--- src/rtl/alu_rr_arbiter.sv ---
// Round-robin front end that shares one fixed-latency 8-bit ALU among
// NUM_REQ requesters: latch, issue, wait ALU_LAT cycles, return result.
module alu_rr_arbiter #(
    parameter int NUM_REQ = 4,
    parameter int ALU_LAT = 3,
    parameter int ID_W    = $clog2(NUM_REQ)
) (
    input  logic                 clk,
    input  logic                 rst_n,
    input  logic [NUM_REQ-1:0]   req,
    input  logic [2*NUM_REQ-1:0] req_op,
    input  logic [8*NUM_REQ-1:0] req_a,
    input  logic [8*NUM_REQ-1:0] req_b,
    output logic [NUM_REQ-1:0]   gnt,
    output logic [NUM_REQ-1:0]   rsp_valid,
    output logic [15:0]          rsp_result,
    output logic [ID_W-1:0]      rsp_id,
    output logic                 op_start,
    output logic [1:0]           operation,
    output logic [7:0]           operand_a,
    output logic [7:0]           operand_b,
    input  logic [15:0]          alu_result,
    output logic                 busy
);

    localparam int CNT_W = $clog2(ALU_LAT + 1);
    localparam logic [NUM_REQ-1:0] ONE = 1;

    typedef enum logic [1:0] {
        IDLE,
        ISSUE,
        WAIT,
        RESP
    } state_e;

    state_e             state_q;
    logic [ID_W-1:0]    ptr_q;
    logic [ID_W-1:0]    win_q;
    logic [CNT_W-1:0]   cnt_q;
    logic [NUM_REQ-1:0] gnt_q;
    logic [NUM_REQ-1:0] rsp_valid_q;
    logic [15:0]        rsp_result_q;
    logic [ID_W-1:0]    rsp_id_q;
    logic               op_start_q;
    logic [1:0]         operation_q;
    logic [7:0]         operand_a_q;
    logic [7:0]         operand_b_q;
    logic               busy_q;

    logic [ID_W-1:0]    win_d;
    logic [ID_W-1:0]    ptr_d;
    logic [ID_W-1:0]    idx;
    logic               any_req;

    // Scan from the highest offset down so the lowest offset from ptr wins.
    always_comb begin
        win_d = ptr_q;
        idx   = ptr_q;
        for (int k = NUM_REQ - 1; k >= 0; k--) begin
            idx = ID_W'((int'(ptr_q) + k) % NUM_REQ);
            if (req[idx]) begin
                win_d = idx;
            end
        end
    end

    assign any_req = |req;
    assign ptr_d   = (win_d == ID_W'(NUM_REQ - 1)) ? '0 : win_d + 1'b1;

    always_ff @(posedge clk or negedge rst_n) begin
        if (!rst_n) begin
            state_q      <= IDLE;
            ptr_q        <= '0;
            win_q        <= '0;
            cnt_q        <= '0;
            gnt_q        <= '0;
            rsp_valid_q  <= '0;
            rsp_result_q <= '0;
            rsp_id_q     <= '0;
            op_start_q   <= 1'b0;
            operation_q  <= '0;
            operand_a_q  <= '0;
            operand_b_q  <= '0;
            busy_q       <= 1'b0;
        end else begin
            gnt_q       <= '0;
            op_start_q  <= 1'b0;
            rsp_valid_q <= '0;
            unique case (state_q)
                IDLE, RESP: begin
                    if (any_req) begin
                        win_q       <= win_d;
                        ptr_q       <= ptr_d;
                        gnt_q       <= ONE << win_d;
                        op_start_q  <= 1'b1;
                        operation_q <= req_op[{win_d, 1'b0} +: 2];
                        operand_a_q <= req_a[{win_d, 3'b000} +: 8];
                        operand_b_q <= req_b[{win_d, 3'b000} +: 8];
                        busy_q      <= 1'b1;
                        state_q     <= ISSUE;
                    end else begin
                        busy_q  <= 1'b0;
                        state_q <= IDLE;
                    end
                end
                ISSUE: begin
                    cnt_q   <= CNT_W'(ALU_LAT);
                    state_q <= WAIT;
                end
                WAIT: begin
                    cnt_q <= cnt_q - 1'b1;
                    if (cnt_q == CNT_W'(1)) begin
                        rsp_result_q <= alu_result;
                        rsp_valid_q  <= ONE << win_q;
                        rsp_id_q     <= win_q;
                        state_q      <= RESP;
                    end
                end
                default: begin
                    state_q <= IDLE;
                end
            endcase
        end
    end

    assign gnt        = gnt_q;
    assign rsp_valid  = rsp_valid_q;
    assign rsp_result = rsp_result_q;
    assign rsp_id     = rsp_id_q;
    assign op_start   = op_start_q;
    assign operation  = operation_q;
    assign operand_a  = operand_a_q;
    assign operand_b  = operand_b_q;
    assign busy       = busy_q;

endmodule

--- config.mk ---
export PLATFORM = sky130hd
export DESIGN_NAME = alu_rr_arbiter
export DESIGN_NICKNAME = d
export VERILOG_FILES = /design/src/rtl/alu_rr_arbiter.sv
export SDC_FILE = /design/constraint.sdc
export NUM_CORES = 1
export LEC_CHECK = 0
export ABC_AREA = 1
export ABC_CLOCK_PERIOD_IN_PS = 3400
export CELL_PAD_IN_SITES_DETAIL_PLACEMENT = 0
export CELL_PAD_IN_SITES_GLOBAL_PLACEMENT = 1
export CORE_ASPECT_RATIO = 0.6
export CORE_UTILIZATION = 30
export DETAILED_ROUTE_END_ITERATION = 10
export PLACE_DENSITY_LB_ADDON = 0.1
export SYNTH_ARGS = -nofsm -noshare
export SYNTH_HDL_FRONTEND = slang
export SYNTH_SLANG_ARGS = --single-unit
--- constraint.sdc ---
create_clock -name clk -period 3.4 [get_ports clk]
set_input_delay 0.34 -clock clk [delete_from_list [all_inputs] [get_ports clk]]
set_output_delay 0.34 -clock clk [all_outputs]
set_load 0.03 [all_outputs]
==> flow_summary.json, run 1 <==
{
  "dp_hpwl_um": 6050,
  "endpoint": "operand_a[3]",
  "path_class": "register to register",
  "fp.dieH_um": 77.3,
  "worst_pin_slew_ps": 820,
  "cts_buffers": 5,
  "grt_pass1_wl_um": 14200,
  "wire_per_inst_um": 13.3,
  "cap_viol_max_count": 0,
  "routabilityCongestion": 0.802,
  "numPortBuffers": 139,
  "antennaDiodeCount": 0,
  "wl_um": 8560,
  "cts.clk_slew.worst_paths_ps": 80,
  "p_total_mw": 5.05,
  "fin_nets": 610,
  "outcome": "completed",
  "via_count": 2927,
  "syn_area_sq_um": 2830,
  "setup-tns-final_ps": 0,
  "arrival_ps": 2750,
  "post_cts_buffers": 0,
  "ioPinCount": 140,
  "worstReg2RegEnd": "operand_a[3]",
  "whs_ps": 61.9,
  "hold_class": "input pin to asynchronous set/reset pin",
  "r2r_setup_slack_ps": 830,
  "synth-seq-cells": 54,
  "synth_compound_area_share_pct": 2.39,
  "period_share_pct": 75.6,
  "worst_ep_required_time_ps": 3590,
  "peakVddDrop_mv": 0.454,
  "fillers": 890,
  "leakage_nw": 2.12,
  "clock_latency_ps": 300,
  "synthToLayoutAreaGrowth_pct": 58.7,
  "synth.yosys.seq_area_share_pct": 47.7,
  "row_count": 27,
  "syn-instance-count": 382,
  "clock.fmax_mhz": 389,
  "multi_input_area_sq_um": 1290,
  "h-tree-depth": 2,
  "coreArea_sq_um": 9160,
  "drc": 0,
  "cts_root_buf": "clkbuf_16",
  "synth.avg_cell_area_sq_um": 7.42,
  "cp-end-kind": "register",
  "hold_viol_final": 0,
  "grt.total_usage_pct": 18.5,
  "syn_nets": 479,
  "synthAdderAreaFrac_pct": 1.33,
  "post-route-min-period_ps": 2570,
  "slew_viol_final": 0,
  "first_iter_violations": 124,
  "antenna_found_initial": 0,
  "antenna_left": 0,
  "synth_xor_xnor_area_share_pct": 0,
  "synth_top_family_by_area": "simple AND/OR/NAND/NOR gates",
  "post-place-ws_ps": 607,
  "cts.sinks": 54,
  "ctsHoldBuffers": 0,
  "crit_path_start": "ptr_q[0]",
  "detail_route.vias_per_cell": 4.55,
  "dr.pass1.iters": 4,
  "start_util_pct": 30.9,
  "grt_overflow_total": 0,
  "register_area_sq_um": 1350,
  "synth_cell_type_count": 22,
  "rsz0062_at_grt": "no",
  "cts_tree": "yes",
  "skew_ps": 7.65,
  "cts_buffer_depth": 2,
  "setup_ws_ps": 831,
  "final_util_pct": 49.1,
  "cts-resized-gates": 0,
  "grt_pass1_vias": 2956,
  "die_w_um": 127,
  "drive_gt1_share_pct": 5.64,
  "r2r_start": "ptr_q[0]",
  "synthMuxAreaShare_pct": 0,
  "critPathLaunchType": "register",
  "grt_max_degree": 38,
  "max-slew-margin-rel_pct": 45.3,
  "setup_viol": 0,
  "worstPathMaxFanout": 37,
  "synthSimpleGateAreaFrac_pct": 41.7,
  "yosysWarnings": 0,
  "die_area_sq_um": 9850,
  "worst-r2r-cell-count": 14,
  "pwr_density_cell_nw_per_um2": 1120
}
[logic make-up after synthesis]
kind of cell	Yosys count
compound gates	13
fa+ha+maj	3
buf+inv	41
flops	54
simple gates	271
[layout make-up]
type	count	area share, %
well taps	130	3.62
clock inverters	3	1.06
flip-flops and latches	54	30.1
repair buffers	146	32.0
clock buffers	5	2.78
multi-input cells	287	28.8
inverters	19	1.70
[worst min-delay path by stage]
stage,startpoint,endpoint,slack [ps],cells past startpoint
finish,rst_n,rsp_result[0],60,1
global route,rst_n,rsp_result[0],110,1
CTS,rst_n,rsp_result[0],90,1
detailed placement,rst_n,rsp_result[0],420,1
global placement,rst_n,rsp_result[0],420,1
floorplan,rst_n,busy,40,0
[critical path, stage by stage (launching register included)]
cell and delay (ps):
dfrtp_1 630, nand2_1 90, o21ai_1 140, nand2_1 100, nand2_1 90, inv_2 40, nand2_4 70, nand2_2 60
nand2_4 290, nand2_2 320, buf_4 320, nand2_1 80, nand3_1 70, nand3_1 100, nand2_1 50
[state kept, by name (all words and copies together), names as in the netlist, 4 cells and up]
signal      flops
gnt             4
rsp_result     16
operand_b       8
operand_a       8
rsp_valid       4
[cell usage in the layout, fill, tap and decap left out, types with 5 or more instances in the layout]
cell / Yosys / final
o21ai_0: 8 / 8
nand3_1: 96 / 96
dfrtp_1: 54 / 54
inv_1: 14 / 14
clkbuf_16: 0 / 5
nand2_1: 155 / 155
buf_4: 0 / 7
nor2_1: 10 / 9
clkdlybuf4s50_1: 0 / 138
[power breakdown]
part | total, mW | internal [mW] | switching, mW
clock | 0.600 | 0.352 | 0.248
combinational | 3.31 | 1.21 | 2.09
sequential | 1.15 | 0.964 | 0.184
total | 5.05 | 2.53 | 2.53
[synth_stat cells (all sizes together)]
cell type  count  area, sq um
clkinv         1         3.75
nor2          10         37.5
nor4           1         6.26
buf           14         88.8
ha             3         37.5
clkbuf         8         30.0
inv           18         72.6
nor3           2         10.0
dfrtp         54         1350
o21a           1         7.51
o21ai         10         50.1
or2            1         6.26
nand3         97          498
nand2        160          623
a21oi          2         10.0
[per-layer routing]
layer | track usage (%) | share of wire [%] | up-vias
li1 | - | - | 1495
met1 | 25.5 | 49 | 1334
met2 | 28.5 | 44 | 94
met3 | 5.23 | 6.6 | 4
met4 | 4.64 | 0.62 | 0
met5 | 0 | 0 | -
[per-stage QoR]
step	cell area, sq um	std cells
2_1_floorplan	2830	382
3_3_place_gp	4320	636
3_5_place_dp	4320	636
4_1_cts	4490	644
5_1_grt	4490	644
6_report	4490	644
No activity file was read; power rests on OpenSTA's default activity.
==> run 2, diff against run 1 <==
--- a/config.mk
+++ b/config.mk
@@ -6,11 +6,11 @@
 export NUM_CORES = 1
 export LEC_CHECK = 0
 export ABC_AREA = 1
-export ABC_CLOCK_PERIOD_IN_PS = 3400
+export ABC_CLOCK_PERIOD_IN_PS = 2400
 export CELL_PAD_IN_SITES_DETAIL_PLACEMENT = 0
 export CELL_PAD_IN_SITES_GLOBAL_PLACEMENT = 1
 export CORE_ASPECT_RATIO = 0.6
-export CORE_UTILIZATION = 30
+export CORE_UTILIZATION = 28
 export DETAILED_ROUTE_END_ITERATION = 10
 export PLACE_DENSITY_LB_ADDON = 0.1
 export SYNTH_ARGS = -nofsm -noshare
==> constraint.sdc (replaced) <==
create_clock -name clk -period 2.4 [get_ports clk]
set_input_delay 0.24 -clock clk [delete_from_list [all_inputs] [get_ports clk]]
set_output_delay 0.24 -clock clk [all_outputs]
set_load 0.03 [all_outputs]
==> run 2 against run 1 <==
Effect of this change: clock skew decreased by 2.4 ps; sequential share of layout area down 0.47 points; setup slack got worse by 540 ps; count of clock-buffer cells in the layout unchanged.
==> flow_summary.json, run 2 (synthesis results as in run 1) <==
{
  "outcome": "completed",
  "cts.sinks": 54,
  "worst_pin_slew_ps": 740,
  "skew_ps": 5.26,
  "grt_pass1_wl_um": 14400,
  "post_cts_buffers": 0,
  "die_area_sq_um": 10500,
  "worstPathMaxFanout": 36,
  "cp-end-kind": "register",
  "cp_num_buf_inv": 2,
  "cpMostUsedCell": "nand2_1",
  "hold_class": "input pin to asynchronous set/reset pin",
  "cts_tree": "yes",
  "r2r_start": "ptr_q[0]",
  "routabilityCongestion": 0.799,
  "synthToLayoutAreaGrowth_pct": 61.2,
  "coreArea_sq_um": 9840,
  "pwr_density_cell_nw_per_um2": 1620,
  "hold_viol_final": 0,
  "die_w_um": 132,
  "antenna_found_initial": 0,
  "post-route-min-period_ps": 2110,
  "wire_per_inst_um": 13.7,
  "clock_latency_ps": 290,
  "worst_ep_required_time_ps": 2630,
  "drive_gt1_share_pct": 6.36,
  "slew_viol_final": 0,
  "final_cell_mix": "nand2_1, clkdlybuf4s50_1, nand3_1, dfrtp_1, inv_1",
  "final_common_cell": "nand2_1",
  "first_iter_violations": 90,
  "arrival_ps": 2340,
  "ctsHoldBuffers": 1,
  "clkPwrFrac_pct": 11.3,
  "grt_pass1_vias": 2725,
  "antennaDiodeCount": 0,
  "cts_root_buf": "clkbuf_16",
  "drc": 0,
  "detail_route.vias_per_cell": 4.43,
  "wl_um": 8950,
  "numPortBuffers": 139,
  "slowest_delay_ps": 540,
  "grt_overflow_total": 0,
  "antenna_left": 0,
  "largest_reg_flops": 16,
  "critPathLaunchType": "register",
  "r2r_setup_slack_ps": 290,
  "power.switching_mw": 3.68,
  "dr.pass1.iters": 5,
  "fp.dieH_um": 79.9,
  "path_cells": "inv_6, nand2_1, nand2_1, nand2_1, nand2_1, nand2_2, nand2_4, nand2_2, nand2_4, buf_4, nand3_1, nand3_1, nand3_1, nand2_1",
  "rsz0062_at_grt": "no",
  "path_delay_family": "simple AND/OR/NAND/NOR gates",
  "row_count": 28,
  "dp_hpwl_um": 6540,
  "fin_area_sq_um": 4570,
  "grt.total_usage_pct": 17.6,
  "start_util_pct": 28.8,
  "placed_area_sq_um": 4380,
  "cts.clk_slew.worst_paths_ps": 70,
  "h-tree-depth": 2,
  "max-slew-margin-rel_pct": 50.6,
  "setup_viol": 0,
  "cap_viol_max_count": 0,
  "crit_path_start": "ptr_q[0]",
  "cts_buffer_depth": 2,
  "cts-resized-gates": 0,
  "via_count": 2898,
  "setup-tns-final_ps": 0,
  "power.share.sequential_pct": 22.0,
  "leakage_nw": 2.15,
  "p_int_mw": 3.71,
  "grt_max_degree": 37,
  "path_class": "register to register",
  "ioPinCount": 140,
  "layout.cells.non_filler": 654,
  "clock.fmax_mhz": 474,
  "slowest_stage": "dfrtp_1",
  "period_share_pct": 87.8,
  "swShare_pct": 49.8,
  "peakVddDrop_mv": 0.735,
  "fin_nets": 615,
  "cts_buffers": 5,
  "dp.cells": 645,
  "p_comb_share_pct": 66.7
}
==> run 2: cell types whose count changed in the layout (fill, tap and decap cells not counted), sizes merged <==
cell         previous run  this run
buf                     8        12
dlygate4sd3             0         1
==> run 2: worst reg2reg max path: cells and delay by family (launching register included) <==
| kind | cells | cell delay [ps] |
|---|---|---|
| and+or+nand+nor | 12 | 1010 |
| DFF | 1 | 540 |
| buffers and inverters | 2 | 510 |
==> run 2: through the flow <==
stage	power, mW	utilization (%)	worst slack, ps	hold slack, ps
after floorplan	4.91	-	528	-55.6
after global placement	6.56	44.5	234	279
after detailed placement	6.62	44.5	187	278
after CTS	7.49	46.4	304	471
after global routing	8.11	46.4	59.2	479
final	7.39	46.4	292	474
==> run 2: worst paths after layout <==
check / end / cells past startpoint
max reg2reg: operand_b[1] / 14
min reg2reg: cnt_q[0] / 1
max: operand_b[1] / 14
max in group asynchronous: operand_b[3] / 3
min in group clk: rsp_result[2] / 3
min: rsp_result[0] / 2
==> run 2: area by class of cell <==
cell class	count	area (sq um)
fillers	944	5280
repair buffers	151	1500
flip-flops and latches	54	1350
multi-input cells	287	1290
well taps	135	169
clock buffers	5	125
inverters	19	76.3
clock inverters	3	47.5
==> run 2: power by group through the flow <==
| stage | combinational (mW) | clock, mW | sequential [mW] |
|---|---|---|---|
| global placement | 4.93 | 0 | 1.63 |
| global route | 5.51 | 0.916 | 1.68 |
| CTS | 4.99 | 0.874 | 1.62 |
| detailed placement | 4.98 | 0 | 1.63 |
| floorplan | 2.64 | 0 | 2.26 |
| finish | 4.93 | 0.838 | 1.62 |
==> run 2: per-layer routing <==
layer	vias up	global-route usage, %	part of all wire, %
met5	-	0	0
met4	0	3.14	0.55
met1	1303	26.1	50
li1	1505	-	-
met2	84	25.1	43
met3	6	5.21	6.6
==> run 3, diff against run 2 <==
==> constraint.sdc (replaced) <==
create_clock -name clk -period 2.4 [get_ports clk]
set_input_delay 0.72 -clock clk [delete_from_list [all_inputs] [get_ports clk]]
set_output_delay 0.72 -clock clk [all_outputs]
set_load 0.03 [all_outputs]
==> run 3 against run 2 <==
Effect of this change: setup slack worse by 180 ps; register-to-register slack better by 70 ps; global-route usage is 0.50 points lower; routed wire length is 0.30% higher; via count is 3.5% higher; critical path type is now input pin to register.
==> flow_summary.json, run 3 (synthesis results as in run 1) <==
{
  "cap_viol_max_count": 0,
  "max-slew-margin-rel_pct": 64.4,
  "grt.total_usage_pct": 17.1,
  "drc": 0,
  "fin_area_sq_um": 4660,
  "row_count": 28,
  "cp-end-kind": "register",
  "clock.fmax_mhz": 436,
  "cts.clk_slew.worst_paths_ps": 70,
  "cts_buffers": 5,
  "h-tree-depth": 2,
  "r2r_setup_slack_ps": 360,
  "start_util_pct": 28.8,
  "cts_buffer_depth": 2,
  "slew_viol_final": 0,
  "hold_class": "input pin to asynchronous set/reset pin",
  "ioPinCount": 140,
  "path_class": "input pin to register",
  "peakVddDrop_mv": 0.503,
  "antenna_found_initial": 0,
  "leakage_nw": 2.21,
  "dr.pass1.iters": 4,
  "setup_viol": 0,
  "grt_pass1_vias": 2840,
  "via_count": 3000,
  "first_iter_violations": 140,
  "worst_pin_slew_ps": 530,
  "largest_reg_flops": 16,
  "pwr_density_cell_nw_per_um2": 1660,
  "fillers": 972,
  "routabilityCongestion": 0.814,
  "final_util_pct": 47.3,
  "die_area_sq_um": 10500,
  "cts.sinks": 54,
  "clock_latency_ps": 290,
  "final_cell_mix": "nand2_1, clkdlybuf4s50_1, nand3_1, dfrtp_1, inv_1",
  "fp.dieH_um": 79.9,
  "layout.cells.non_filler": 658,
  "final_common_cell": "nand2_1",
  "antennaDiodeCount": 0,
  "hold_viol_final": 0,
  "wire_per_inst_um": 13.6,
  "multi_input_area_sq_um": 1300,
  "numPortBuffers": 139,
  "cts_tree": "yes",
  "rsz0062_at_grt": "no",
  "synthToLayoutAreaGrowth_pct": 64.5,
  "ctsHoldBuffers": 0,
  "grt_max_degree": 39,
  "placed_area_sq_um": 4440,
  "dp_hpwl_um": 6490,
  "worstPathMaxFanout": 3,
  "skew_ps": 5.75,
  "arrival_ps": 2460,
  "drive_gt1_share_pct": 7.65,
  "fin_nets": 619,
  "coreArea_sq_um": 9840,
  "worst_ep_required_time_ps": 2570,
  "outcome": "completed",
  "dp.cells": 648,
  "cts_root_buf": "clkbuf_16",
  "antenna_left": 0,
  "die_w_um": 132,
  "register_area_sq_um": 1350,
  "detail_route.vias_per_cell": 4.56,
  "critPathLaunchType": "input pin",
  "wl_um": 8980,
  "post-route-min-period_ps": 2290,
  "grt_pass1_wl_um": 14200,
  "period_share_pct": 95.5,
  "grt_overflow_total": 0
}
-- run 3: changes by cell type in the layout (fill, tap and decap cells not counted), sizes merged, moves of 2 or more --
| cell | previous run | this run |
|---|---|---|
| dlymetal6s2s | 0 | 2 |
| clkbuf | 5 | 7 |
| clkdlybuf4s50 | 138 | 136 |
| buf | 12 | 16 |
-- run 3: final cells by class --
type	instances	area share [%]
repair buffers	155	34.2
flip-flops and latches	54	29.0
multi-input cells	287	27.9
well taps	135	3.63
clock buffers	6	2.77
inverters	19	1.64
clock inverters	2	0.806
-- run 3: per-stage QoR --
step	setup TNS, ps	setup WS [ps]	power, mW	hold slack, ps
final	0	107	7.76	401
after detailed placement	-2470	-150	6.78	464
after floorplan	0	302	4.91	424
after CTS	0	147	7.64	422
after global placement	-2320	-135	6.76	461
after global routing	0	6.19	8.49	431
-- run 3: report_power, final --
group	internal, mW	total (mW)	switching, mW
Clock	0.493	0.809	0.317
Sequential	1.37	1.62	0.255
Combinational	2.13	5.33	3.20
-- run 3: path summary, 6_finish.rpt --
check / end / depth (start not counted) / start
max reg2reg: ptr_q[1] / 14 / ptr_q[0]
max in group asynchronous: operand_b[4] / 2 / rst_n
min in group clk: cnt_q[0] / 1 / cnt_q[0]
max: ptr_q[1] / 15 / req[2]
min: rsp_result[0] / 1 / rst_n
min reg2reg: cnt_q[0] / 1 / cnt_q[0]
-- run 3: per-layer routing --
metal	wire length, um	vias up	GRT usage [%]
met5	0	-	0
met4	38	0	2.44
met3	550	5	5.08
met2	3890	84	25.1
met1	4500	1399	25.0
li1	-	1512	-
-- run 3: what timing repair did --
action	in CTS	in global routing
setup buffers	0	1
endpoints found under the setup margin	0	6
resized for setup	0	7
-- run 3: critical path: stages --
cell and delay, ps:
clkdlybuf4s50_1 520, inv_1 50, nand2_1 70, nand3_1 100, nand2_1 90, inv_1 50
nand2_2 60, nand2_4 60, nand2_2 70, nand2_4 70, nand2_4 110, inv_1 50
ha_1 280, nand2_1 90, o21ai_0 80
